<file path="src/rtl/psum_seq_ctrl_pkg.sv">
// Shared accelerator definitions for the partial-sum sequencing controller.
// Holds the controller state encoding and the default tile-count width.
package psum_seq_ctrl_pkg;

    localparam int unsigned CNT_W_DEF = 8;

    typedef enum logic [2:0] {
        ST_IDLE   = 3'd0,
        ST_CLEAR  = 3'd1,
        ST_ACCUM  = 3'd2,
        ST_DRAIN  = 3'd3,
        ST_OUTPUT = 3'd4
    } psum_state_e;

endpackage

</file>
<file path="src/rtl/psum_seq_ctrl.sv">
// Sequences one partial-sum accumulation job: clear, accumulate N tiles,
// drain the final addition, then hold the result until downstream takes it.
module psum_seq_ctrl
    import psum_seq_ctrl_pkg::*;
#(
    parameter int unsigned CNT_W = CNT_W_DEF,
    parameter int unsigned LANES = 9
) (
    input  logic             clk,
    input  logic             rst_n,
    input  logic             start,
    input  logic [CNT_W-1:0] num_tiles,
    input  logic             in_valid,
    output logic             in_ready,
    output logic             acc_clr,
    output logic             acc_en,
    output logic             out_valid,
    input  logic             out_ready,
    output logic             busy,
    output logic             done,
    output logic [CNT_W-1:0] tile_cnt
);

    // LANES only describes the attached accumulator; reject a degenerate one.
    if (LANES == 0) begin : g_lanes_chk
        $error("psum_seq_ctrl: LANES must be nonzero");
    end

    psum_state_e      r_state;
    psum_state_e      w_state_nxt;
    logic [CNT_W-1:0] r_num;
    logic [CNT_W-1:0] w_num_nxt;
    logic [CNT_W-1:0] r_tile_cnt;
    logic [CNT_W-1:0] w_cnt_nxt;
    logic             w_in_ready;
    logic             w_acc_clr;
    logic             w_out_valid;
    logic             w_done;

    always_ff @(posedge clk or negedge rst_n) begin
        if (!rst_n) begin
            r_state    <= ST_IDLE;
            r_num      <= '0;
            r_tile_cnt <= '0;
        end else begin
            r_state    <= w_state_nxt;
            r_num      <= w_num_nxt;
            r_tile_cnt <= w_cnt_nxt;
        end
    end

    always_comb begin
        w_state_nxt = r_state;
        w_num_nxt   = r_num;
        w_cnt_nxt   = r_tile_cnt;
        w_in_ready  = 1'b0;
        w_acc_clr   = 1'b0;
        w_out_valid = 1'b0;
        w_done      = 1'b0;
        case (r_state)
            ST_IDLE: begin
                // Count is held for inspection until the next job is accepted.
                if (start) begin
                    w_num_nxt   = num_tiles;
                    w_cnt_nxt   = '0;
                    w_state_nxt = ST_CLEAR;
                end
            end
            ST_CLEAR: begin
                w_acc_clr   = 1'b1;
                w_cnt_nxt   = '0;
                w_state_nxt = (r_num != '0) ? ST_ACCUM : ST_OUTPUT;
            end
            ST_ACCUM: begin
                w_in_ready = 1'b1;
                if (in_valid) begin
                    w_cnt_nxt = r_tile_cnt + CNT_W'(1);
                    if (r_tile_cnt == r_num - CNT_W'(1)) begin
                        w_state_nxt = ST_DRAIN;
                    end
                end
            end
            ST_DRAIN: begin
                w_state_nxt = ST_OUTPUT;
            end
            ST_OUTPUT: begin
                w_out_valid = 1'b1;
                if (out_ready) begin
                    w_done      = 1'b1;
                    w_state_nxt = ST_IDLE;
                end
            end
            default: begin
                w_state_nxt = ST_IDLE;
            end
        endcase
    end

    assign in_ready  = w_in_ready;
    assign acc_clr   = w_acc_clr;
    assign acc_en    = in_valid & w_in_ready;
    assign out_valid = w_out_valid;
    assign done      = w_done;
    assign busy      = (r_state != ST_IDLE);
    assign tile_cnt  = r_tile_cnt;

endmodule
</file>
<file path="config.mk">
export PLATFORM = sky130hd
export DESIGN_NAME = psum_seq_ctrl
export DESIGN_NICKNAME = d
export VERILOG_FILES = /design/src/rtl/psum_seq_ctrl_pkg.sv /design/src/rtl/psum_seq_ctrl.sv
export SDC_FILE = /design/constraint.sdc
export NUM_CORES = 1
export LEC_CHECK = 0
export CELL_PAD_IN_SITES_DETAIL_PLACEMENT = 0
export CELL_PAD_IN_SITES_GLOBAL_PLACEMENT = 2
export CORE_MARGIN = 4
export CORE_UTILIZATION = 31
export DETAILED_ROUTE_END_ITERATION = 7
export PLACE_DENSITY = 0.93
export SLEW_MARGIN = 5
export SYNTH_ARGS = -nofsm -noshare
export SYNTH_HDL_FRONTEND = slang
export SYNTH_SLANG_ARGS = --single-unit
</file>
<file path="constraint.sdc">
create_clock -name clk -period 5.7 [get_ports clk]
set_clock_uncertainty 0.1 [all_clocks]
set_input_delay 1.14 -clock clk [delete_from_list [all_inputs] [get_ports clk]]
set_output_delay 1.14 -clock clk [all_outputs]
set_load 0.01 [all_outputs]
</file>
# Word-level counts from Yosys, hierarchy flattened
# Index checks and enable logic that the tools add are counted.
[classes] addsub=2 n_mul=0 div_mod_pow=0 magnitude_cmp=0 n_eq_ne=9 shift=0 mux=14 bitwise=1 n_reduce_logical=7
[ops] cell="$pmux 8 s3" count=1
[ops] cell="$mux 8" count=2
[ops] cell="$mux 3" count=5
[ops] cell="$pmux 3 s5" count=1
[ops] cell="$add 8x1->8 const B" count=1
[ops] cell="$eq 8x8->1" count=1
[ops] cell="$ne 2x2->1 const B" count=4
[ops] cell="$reduce_bool 8->1" count=1
[ops] cell="$sub 8x1->8 const B" count=1
[ops] cell="$eq 3x2->1 const B" count=2
[ops] cell="$reduce_bool 3->1" count=2
[ops] cell="$mux 1" count=5
[ops] cell="$reduce_and 4->1" count=1
[ops] cell="$eq 3x1->1 const B" count=1
[ops] cell="$eq 3x3->1 const B" count=1
[ops] cell="$logic_not 3->1" count=1
[ops] cell="$reduce_and 3->1" count=1
[ops] cell="$reduce_and 2->1" count=1
[ops] cell="$and 1x1->1" count=1
[totals] regBits=19 latch_bits=0 mem_bits_rw=0 mem_bits_ro=0 in_bits=13 output_inout_bits=14 wordCells=36 n_memories=0

# Depth between registers and ports, before layout
# Gate-level depths: netlist (run 1).
[depth] ltp_word=5 mapped_depth=7 ltp_nobuf=7

# Worst setup path after synthesis (run 1)
# No wires, ideal clock.
[synth_path] path_type="input to output" from="input port in_valid" to="output port acc_en" arrival_ns=1.492 required_ns=4.460 slack_ns=2.968 stages=2 path_cell_list="and3_1 > clkbuf_1"
[synth_between] elab_chain_len=1
[synth_rtl] item="start, declared" line="psum_seq_ctrl.sv:13" source="input logic in_valid,"
[synth_rtl] item="$and 1x1->1" line="psum_seq_ctrl.sv:101" source="assign acc_en = in_valid & w_in_ready;"
[synth_rtl] item="end, declared" line="psum_seq_ctrl.sv:16" source="output logic acc_en,"
# Every way passes these cells.

# Worst setup path after layout (run 1)
# Ends and elaborated chain as after synthesis.

==> report_table.html, run 1 <==
<table>
<tr><th>Metric</th><th>Value</th></tr>
<tr><th colspan="2">Placed design</th></tr>
<tr><td>Number of I/O port buffers</td><td>26</td></tr>
<tr><td>Placer congestion estimate</td><td>0.823</td></tr>
<tr><td>HPWL after detailed placement</td><td>2080 um</td></tr>
<tr><th colspan="2">Setup path</th></tr>
<tr><td>Worst Setup End Kind</td><td>output pin</td></tr>
<tr><td>Critical Path Source Type</td><td>primary input</td></tr>
<tr><td>Data required, critical path</td><td>4.46 ns</td></tr>
<tr><td>Largest fanout on the critical path</td><td>6</td></tr>
<tr><td>Kind of critical path</td><td>in2out</td></tr>
<tr><td>Critical path data arrival time</td><td>2.50 ns</td></tr>
<tr><th colspan="2">Final layout</th></tr>
<tr><td>Filler instances</td><td>377</td></tr>
<tr><td>Synthesis-to-finish area growth</td><td>28.2%</td></tr>
<tr><td>Register area</td><td>475 um^2</td></tr>
<tr><td>Fraction of layout instances using a drive strength above 1</td><td>0.0805</td></tr>
<tr><td>Antenna diode count</td><td>0</td></tr>
<tr><td>Total number of nets in the final design</td><td>166</td></tr>
<tr><td>Area used by multi-input combinational logic</td><td>631 um^2</td></tr>
<tr><td>Final cell utilization of the core</td><td>0.430</td></tr>
<tr><th colspan="2">Floorplan</th></tr>
<tr><td>Die Span Y</td><td>69.3 um</td></tr>
<tr><td>Total core area</td><td>3470 um^2</td></tr>
<tr><td>Die X</td><td>69.3 um</td></tr>
<tr><td>Die footprint</td><td>4800 um^2</td></tr>
<tr><td>Starting density of the core</td><td>0.335</td></tr>
<tr><td>Row cnt</td><td>21</td></tr>
<tr><td>Boundary pin count</td><td>27</td></tr>
<tr><th colspan="2">STA</th></tr>
<tr><td>Maximum achievable frequency</td><td>267 MHz</td></tr>
<tr><td>Final total negative setup slack</td><td>0 ns</td></tr>
<tr><td>Shortest period the worst path allows</td><td>3.74 ns</td></tr>
<tr><td>Number of max-slew violations in the final report</td><td>0</td></tr>
<tr><td>Period Utilization, post-route</td><td>0.657</td></tr>
<tr><td>Final Hold Violating Endpoints</td><td>0</td></tr>
<tr><td>Final setup fails</td><td>0</td></tr>
<tr><td>Setup repair after global routing missed its margin</td><td>no</td></tr>
<tr><td>Transition at the pin with the smallest max-transition slack</td><td>0.882 ns</td></tr>
<tr><td>Tightest slew margin relative to the limit</td><td>0.410</td></tr>
<tr><th colspan="2">Synth</th></tr>
<tr><td>Number of nets produced by synthesis</td><td>141</td></tr>
<tr><td>Synth warnings</td><td>0</td></tr>
<tr><td>Post-Syn Area</td><td>1160 um^2</td></tr>
<tr><td>Async SR Flop Fraction</td><td>1.00</td></tr>
<tr><td>Number of enable flip-flop cells after synthesis</td><td>0</td></tr>
<tr><td>Synthesized area per cell</td><td>9.31 um^2</td></tr>
<tr><td>Most instantiated flip-flop cell in the synthesis netlist</td><td>sky130_fd_sc_hd__dfrtp_1</td></tr>
<tr><td>Portion of the post-synthesis area used by sequential elements</td><td>0.409</td></tr>
<tr><td>Cell variety after synth</td><td>35</td></tr>
<tr><td>Gate count of the mapped netlist</td><td>125</td></tr>
<tr><td>Count of state elements after synthesis</td><td>19</td></tr>
<tr><th colspan="2">Global routing</th></tr>
<tr><td>GR Util All Layers</td><td>0.116</td></tr>
<tr><td>Wire length of the first global-routing pass</td><td>4690 um</td></tr>
<tr><td>Pin count of the biggest net entering global routing</td><td>20</td></tr>
<tr><td>Number of antenna violations at the first check in global routing</td><td>0</td></tr>
<tr><td>Congestion Overflow GR</td><td>0</td></tr>
<tr><td>Vias in the first global route</td><td>976</td></tr>
<tr><th colspan="2">Route</th></tr>
<tr><td>Total wire length</td><td>2730 um</td></tr>
<tr><td>Number of design rule violations left after detail routing</td><td>0</td></tr>
<tr><td>Total via count in the routed design</td><td>996</td></tr>
<tr><td>First drt pass iteration count</td><td>4</td></tr>
<tr><td>Average wire per standard cell</td><td>14.0 um</td></tr>
<tr><td>First-iteration detailed-routing DRC count</td><td>51</td></tr>
<tr><td>ANT nets after route</td><td>0</td></tr>
<tr><td>Drt via density</td><td>5.11</td></tr>
<tr><th colspan="2">Pwr</th></tr>
<tr><td>Peak VDD IR</td><td>0.143 mV</td></tr>
<tr><td>Leakage power total</td><td>0.611 nW</td></tr>
<tr><td>Power per unit of standard cell area</td><td>464 nW/um^2</td></tr>
<tr><th colspan="2">Clock tree</th></tr>
<tr><td>Number of setup buffers added after CTS</td><td>0</td></tr>
<tr><td>Clock insertion delay at the later pin of the skew report</td><td>0.26 ns</td></tr>
<tr><td>Clock Root Buffer</td><td>sky130_fd_sc_hd__clkbuf_8</td></tr>
<tr><td>Clock slew seen by the registers of the worst setup and hold paths</td><td>0.07 ns</td></tr>
<tr><td>Count of clock tree sinks</td><td>19</td></tr>
<tr><td>Hold buffer count at CTS</td><td>0</td></tr>
<tr><td>Maximum level of the CTS H-tree</td><td>1</td></tr>
<tr><td>Longest Clk Path Bufs</td><td>2</td></tr>
<tr><td>Resize count post-CTS</td><td>0</td></tr>
<tr><td>Clock tree from TritonCTS</td><td>yes</td></tr>
<tr><td>Num CTS Buffers</td><td>3</td></tr>
<tr><th colspan="2">Job</th></tr>
<tr><td>MaxCap Viol Count</td><td>0</td></tr>
<tr><th colspan="2">Hold path</th></tr>
<tr><td>Worst hold-check path type</td><td>reg2reg</td></tr>
<tr><th colspan="2">Outcome</th></tr>
<tr><td>Status</td><td>completed</td></tr>
</table>
## through the flow
step / cell area [um^2] / setup WS [ns] / cells / power (mW) / hold WS, ns
after floorplan: 1160 / 2.97 / 125 / 0.500 / 0.382
after global placement: 1450 / 1.95 / 191 / 0.594 / 0.420
after detailed placement: 1450 / 1.94 / 191 / 0.600 / 0.436
after CTS: 1490 / 1.94 / 195 / 0.699 / 0.456
after global routing: 1490 / 1.89 / 195 / 0.746 / 0.491
final: 1490 / 1.96 / 195 / 0.692 / 0.442
## Yosys cell counts, types with 3 or more instances
cell | n | share of area
sky130_fd_sc_hd__o211ai_1 | 3 | 0.019
sky130_fd_sc_hd__nand3_1 | 3 | 0.013
sky130_fd_sc_hd__nor3_1 | 3 | 0.013
sky130_fd_sc_hd__dfrtp_1 | 19 | 0.41
sky130_fd_sc_hd__nor2_1 | 14 | 0.045
sky130_fd_sc_hd__clkbuf_1 | 3 | 0.0097
sky130_fd_sc_hd__ha_1 | 3 | 0.032
sky130_fd_sc_hd__nand2_1 | 12 | 0.039
sky130_fd_sc_hd__inv_1 | 6 | 0.019
sky130_fd_sc_hd__and3_1 | 3 | 0.016
sky130_fd_sc_hd__mux2_2 | 6 | 0.058
sky130_fd_sc_hd__xnor2_1 | 8 | 0.060
sky130_fd_sc_hd__o21ai_0 | 10 | 0.043
sky130_fd_sc_hd__mux2i_1 | 3 | 0.026
sky130_fd_sc_hd__a31oi_1 | 4 | 0.022
## final timing paths
check	depth (start not counted)	endpoint	slack (ns)	start
hold reg to reg	1	r_state[1]$_DFFE_PN0P_	0.44	r_state[2]$_DFFE_PN0P_
max in group asynchronous	1	r_num[7]$_DFFE_PN0P_	3.68	rst_n
min in group asynchronous	1	tile_cnt[1]$_DFFE_PN0P_	1.28	rst_n
hold / removal	1	r_state[1]$_DFFE_PN0P_	0.44	r_state[2]$_DFFE_PN0P_
setup / recovery	3	acc_en	1.96	in_valid
setup reg to reg	3	r_num[5]$_DFFE_PN0P_	3.51	r_state[1]$_DFFE_PN0P_
## critical path, stage by stage
cell                              delay [ns]
sky130_fd_sc_hd__clkdlybuf4s50_1        0.50
sky130_fd_sc_hd__and3_1                 0.28
sky130_fd_sc_hd__clkdlybuf4s50_1        0.58
## routing by layer
metal	up-vias	wire length, um	part of all wire	global-route usage
li1	486	-	-	-
met1	477	1390	0.51	0.168
met2	30	1210	0.44	0.180
met3	3	116	0.042	0.0217
met4	0	17	0.0062	0.0260
met5	-	0	0	0
## layout make-up
cell class                 instances  area share
clock buffer                       4      0.0302
inverter                           6      0.0151
multi-input combinational         94       0.423
sequential                        19       0.319
tap                               46      0.0386
timing repair buffer              26       0.174
## placed cells by master (no fill, tap or decap), types with 3 or more instances in the layout
cell type and instances:
sky130_fd_sc_hd__mux2_2 6, sky130_fd_sc_hd__nand3_1 3, sky130_fd_sc_hd__clkbuf_8 3, sky130_fd_sc_hd__nor3_1 3
sky130_fd_sc_hd__xnor2_1 8, sky130_fd_sc_hd__inv_1 6, sky130_fd_sc_hd__and3_1 3, sky130_fd_sc_hd__dfrtp_1 19
sky130_fd_sc_hd__a31oi_1 4, sky130_fd_sc_hd__o211ai_1 3, sky130_fd_sc_hd__mux2i_1 3, sky130_fd_sc_hd__nor2_1 14
sky130_fd_sc_hd__clkdlybuf4s50_1 26, sky130_fd_sc_hd__o21ai_0 10, sky130_fd_sc_hd__ha_1 3, sky130_fd_sc_hd__nand2_1 12
## state kept, by name (all words and copies together) (netlist names)
register and flops:
r_state 3, tile_cnt 8, r_num 8
## power breakdown
group | leakage, nW | internal, mW | switching (mW)
clock network | 0.0228 | 0.0497 | 0.0459
registers | 0.245 | 0.179 | 0.0710
logic | 0.343 | 0.174 | 0.172
## cell families after synthesis
logic type,after synthesis,synth area share
buf+inv,12,0.0495
mux,9,0.0839
flops,19,0.409
xor+xnor,10,0.0753
fa+ha+maj,3,0.0323
compound gates,25,0.141
simple gates,47,0.210
(Power assumes the default switching activity.)
==> run 2, diff against run 1 <==
Settings changed: CORE_UTILIZATION 31 to 29, PLACE_DENSITY 0.93 to 0.88.
Clock period 5.7 ns to 3.8 ns, I/O delays scaled along.
==> report_table.html, run 2 (same netlist as run 1, synthesis figures left out) <==
<table>
<tr><th>Metric</th><th>Value</th></tr>
<tr><th colspan="2">Route</th></tr>
<tr><td>First-iteration detailed-routing DRC count</td><td>34 (-33%)</td></tr>
<tr><td>Drt via density</td><td>5.02 (-1.8%)</td></tr>
<tr><td>Number of design rule violations left after detail routing</td><td>0 (unchanged)</td></tr>
<tr><td>First drt pass iteration count</td><td>4 (unchanged)</td></tr>
<tr><td>Total via count in the routed design</td><td>993 (-0.30%)</td></tr>
<tr><td>Total wire length</td><td>2700 um (-1.3%)</td></tr>
<tr><td>Average wire per standard cell</td><td>13.6 um (-2.8%)</td></tr>
<tr><td>ANT nets after route</td><td>0 (unchanged)</td></tr>
<tr><th colspan="2">STA</th></tr>
<tr><td>Final critical-path setup slack</td><td>0.817 ns (-1.14 ns)</td></tr>
<tr><td>Transition at the pin with the smallest max-transition slack</td><td>0.935 ns (+0.0522 ns)</td></tr>
<tr><td>Final total negative setup slack</td><td>0 ns (unchanged)</td></tr>
<tr><td>Setup repair after global routing missed its margin</td><td>no</td></tr>
<tr><td>Number of max-slew violations in the final report</td><td>0 (unchanged)</td></tr>
<tr><td>Maximum achievable frequency</td><td>335 MHz</td></tr>
<tr><td>Final setup fails</td><td>0 (unchanged)</td></tr>
<tr><td>Period Utilization, post-route</td><td>0.785</td></tr>
<tr><td>Shortest period the worst path allows</td><td>2.98 ns</td></tr>
<tr><td>Final Hold Violating Endpoints</td><td>0 (unchanged)</td></tr>
<tr><td>Tightest slew margin relative to the limit</td><td>0.375 (-0.0349)</td></tr>
<tr><th colspan="2">Floorplan</th></tr>
<tr><td>Die Span Y</td><td>71.3 um (+3.0%)</td></tr>
<tr><td>Total core area</td><td>3770 um^2 (+8.7%)</td></tr>
<tr><td>Row cnt</td><td>22 (+4.8%)</td></tr>
<tr><td>Die X</td><td>71.3 um (+3.0%)</td></tr>
<tr><td>Boundary pin count</td><td>27 (unchanged)</td></tr>
<tr><td>Starting density of the core</td><td>0.309 (-0.0269)</td></tr>
<tr><td>Die footprint</td><td>5090 um^2 (+6.1%)</td></tr>
<tr><th colspan="2">Setup path</th></tr>
<tr><td>Buffering stage count on the worst path with inverters included</td><td>2 (unchanged)</td></tr>
<tr><td>Critical Path Source Type</td><td>primary input</td></tr>
<tr><td>Terminus of the critical flop-to-flop path</td><td>r_state[0]$_DFFE_PN0P_</td></tr>
<tr><td>Critical path data arrival time</td><td>2.12 ns (-0.38 ns)</td></tr>
<tr><td>Data required, critical path</td><td>2.94 ns (-1.52 ns)</td></tr>
<tr><td>Standard cell with the maximum stage delay on the critical path</td><td>sky130_fd_sc_hd__clkdlybuf4s50_1</td></tr>
<tr><td>Crit path from</td><td>in_valid</td></tr>
<tr><td>Cell seen most often among critical-path stages</td><td>sky130_fd_sc_hd__clkdlybuf4s50_1</td></tr>
<tr><td>Startpoint of the most critical register-to-register path</td><td>r_num[0]$_DFFE_PN0P_</td></tr>
<tr><td>Crit-path max cell delay</td><td>0.58 ns (about the same)</td></tr>
<tr><td>Worst Setup End Kind</td><td>output pin</td></tr>
<tr><td>Setup slack of the most critical reg-to-reg path</td><td>1.79 ns (-1.72 ns)</td></tr>
<tr><td>Largest fanout on the critical path</td><td>6 (unchanged)</td></tr>
<tr><td>Critical path capture point</td><td>acc_en</td></tr>
<tr><td>Kind of critical path</td><td>in2out</td></tr>
<tr><td>Kind of cell adding the most delay to the critical path</td><td>buffers and inverters</td></tr>
<tr><td>Critical Path Stages</td><td>3 (unchanged)</td></tr>
<tr><td>Number of cell instances on the worst register-to-register path</td><td>7 (+4)</td></tr>
<tr><td>Sequence of cells on the critical path</td><td>clkdlybuf4s50_1 -&gt; and3_1 -&gt; clkdlybuf4s50_1</td></tr>
<tr><th colspan="2">Final layout</th></tr>
<tr><td>Fraction of layout instances using a drive strength above 1</td><td>0.0867 (+0.00613)</td></tr>
<tr><td>Most frequent cells in the layout</td><td>sky130_fd_sc_hd__clkdlybuf4s50_1 (26), sky130_fd_sc_hd__dfrtp_1 (19), sky130_fd_sc_hd__nor2_1 (14)</td></tr>
<tr><td>Filler instances</td><td>373 (-1.1%)</td></tr>
<tr><td>Commonest non-fill, non-tap cell in the layout</td><td>sky130_fd_sc_hd__clkdlybuf4s50_1</td></tr>
<tr><td>Antenna diode count</td><td>0 (unchanged)</td></tr>
<tr><td>Final standard cell count with taps included and fillers excluded</td><td>198 (+1.5%)</td></tr>
<tr><td>Synthesis-to-finish area growth</td><td>29.0%</td></tr>
<tr><td>Total number of nets in the final design</td><td>167 (+0.60%)</td></tr>
<tr><td>Final instance area</td><td>1500 um^2 (+0.67%)</td></tr>
<tr><th colspan="2">Job</th></tr>
<tr><td>MaxCap Viol Count</td><td>0 (unchanged)</td></tr>
<tr><th colspan="2">Outcome</th></tr>
<tr><td>Status</td><td>completed</td></tr>
<tr><th colspan="2">Clock tree</th></tr>
<tr><td>Hold buffer count at CTS</td><td>0 (unchanged)</td></tr>
<tr><td>Resize count post-CTS</td><td>0 (unchanged)</td></tr>
<tr><td>Clock insertion delay at the later pin of the skew report</td><td>0.25 ns (about the same)</td></tr>
<tr><td>Number of setup buffers added after CTS</td><td>0 (unchanged)</td></tr>
<tr><td>Count of clock tree sinks</td><td>19 (unchanged)</td></tr>
<tr><td>Clock slew seen by the registers of the worst setup and hold paths</td><td>0.07 ns (about the same)</td></tr>
<tr><td>Clock tree from TritonCTS</td><td>yes</td></tr>
<tr><td>Longest Clk Path Bufs</td><td>2 (unchanged)</td></tr>
<tr><td>Clock Root Buffer</td><td>sky130_fd_sc_hd__clkbuf_8</td></tr>
<tr><td>Maximum level of the CTS H-tree</td><td>1 (unchanged)</td></tr>
<tr><td>Num CTS Buffers</td><td>3 (unchanged)</td></tr>
<tr><th colspan="2">Pwr</th></tr>
<tr><td>Peak VDD IR</td><td>0.320 mV (+120%)</td></tr>
<tr><td>Power per unit of standard cell area</td><td>692 nW/um^2 (+49%)</td></tr>
<tr><td>Leakage power total</td><td>0.616 nW (+0.85%)</td></tr>
<tr><th colspan="2">Hold path</th></tr>
<tr><td>Worst hold-check path type</td><td>reg2reg</td></tr>
<tr><th colspan="2">Global routing</th></tr>
<tr><td>Number of antenna violations at the first check in global routing</td><td>0 (unchanged)</td></tr>
<tr><td>Congestion Overflow GR</td><td>0 (unchanged)</td></tr>
<tr><td>Wire length of the first global-routing pass</td><td>4550 um (-3.1%)</td></tr>
<tr><td>GR Util All Layers</td><td>0.110 (-0.00615)</td></tr>
<tr><td>Pin count of the biggest net entering global routing</td><td>20 (unchanged)</td></tr>
<tr><td>Vias in the first global route</td><td>993 (+1.7%)</td></tr>
<tr><th colspan="2">Placed design</th></tr>
<tr><td>Placement-stage worst setup slack</td><td>0.829 ns (-1.11 ns)</td></tr>
<tr><td>Dpl cell area</td><td>1460 um^2 (+0.69%)</td></tr>
<tr><td>Number of I/O port buffers</td><td>26 (unchanged)</td></tr>
<tr><td>Number of cells in the design after placement</td><td>194 (+1.6%)</td></tr>
<tr><td>HPWL after detailed placement</td><td>2010 um (-3.0%)</td></tr>
<tr><td>Placer congestion estimate</td><td>0.841 (+2.2%)</td></tr>
</table>
## run 2: cell count changes in the layout (fill, tap and decap cells not counted), sizes merged
cell  delta
buf      +1
## run 2: layer usage
metal | share of wire | GRT usage
met4 | 0.0063 | 0.0271
met5 | 0 | 0
met2 | 0.45 | 0.171
met1 | 0.48 | 0.145
met3 | 0.066 | 0.0407
## run 2: worst min path at each step
| stage | from | endpoint | depth (start not counted) |
|---|---|---|---|
| final | r_state[2]$_DFFE_PN0P_ | r_state[1]$_DFFE_PN0P_ | 1 |
| after global routing | r_num[7]$_DFFE_PN0P_ | r_num[7]$_DFFE_PN0P_ | 1 |
| after CTS | r_state[2]$_DFFE_PN0P_ | r_state[1]$_DFFE_PN0P_ | 1 |
| after detailed placement | r_state[2]$_DFFE_PN0P_ | r_state[1]$_DFFE_PN0P_ | 1 |
| after global placement | r_state[2]$_DFFE_PN0P_ | r_state[1]$_DFFE_PN0P_ | 1 |
| after floorplan | rst_n | r_num[0]$_DFFE_PN0P_ | 0 |
## run 2: final cells by class
cell class,count,area (um^2),share of cell area
timing repair buffer,27,268,0.178
clock buffer,4,45.0,0.0300
tap,48,60.1,0.0400
sequential,19,475,0.317
multi-input combinational,94,631,0.420
inverter,6,22.5,0.0150
## run 2: power by group
| group | switching (mW) | total (mW) | leakage [nW] | internal, mW |
|---|---|---|---|---|
| Combinational | 0.256 | 0.522 | 0.349 | 0.266 |
| Clock | 0.0673 | 0.142 | 0.0228 | 0.0746 |
| Sequential | 0.107 | 0.376 | 0.245 | 0.268 |
## run 2: stage by stage
stage,hold slack [ns],power [mW],util
floorplan,0.364,0.750,-
global placement,0.416,0.898,0.386
detailed placement,0.437,0.906,0.386
CTS,0.437,1.05,0.398
global route,0.492,1.13,0.398
finish,0.429,1.04,0.398
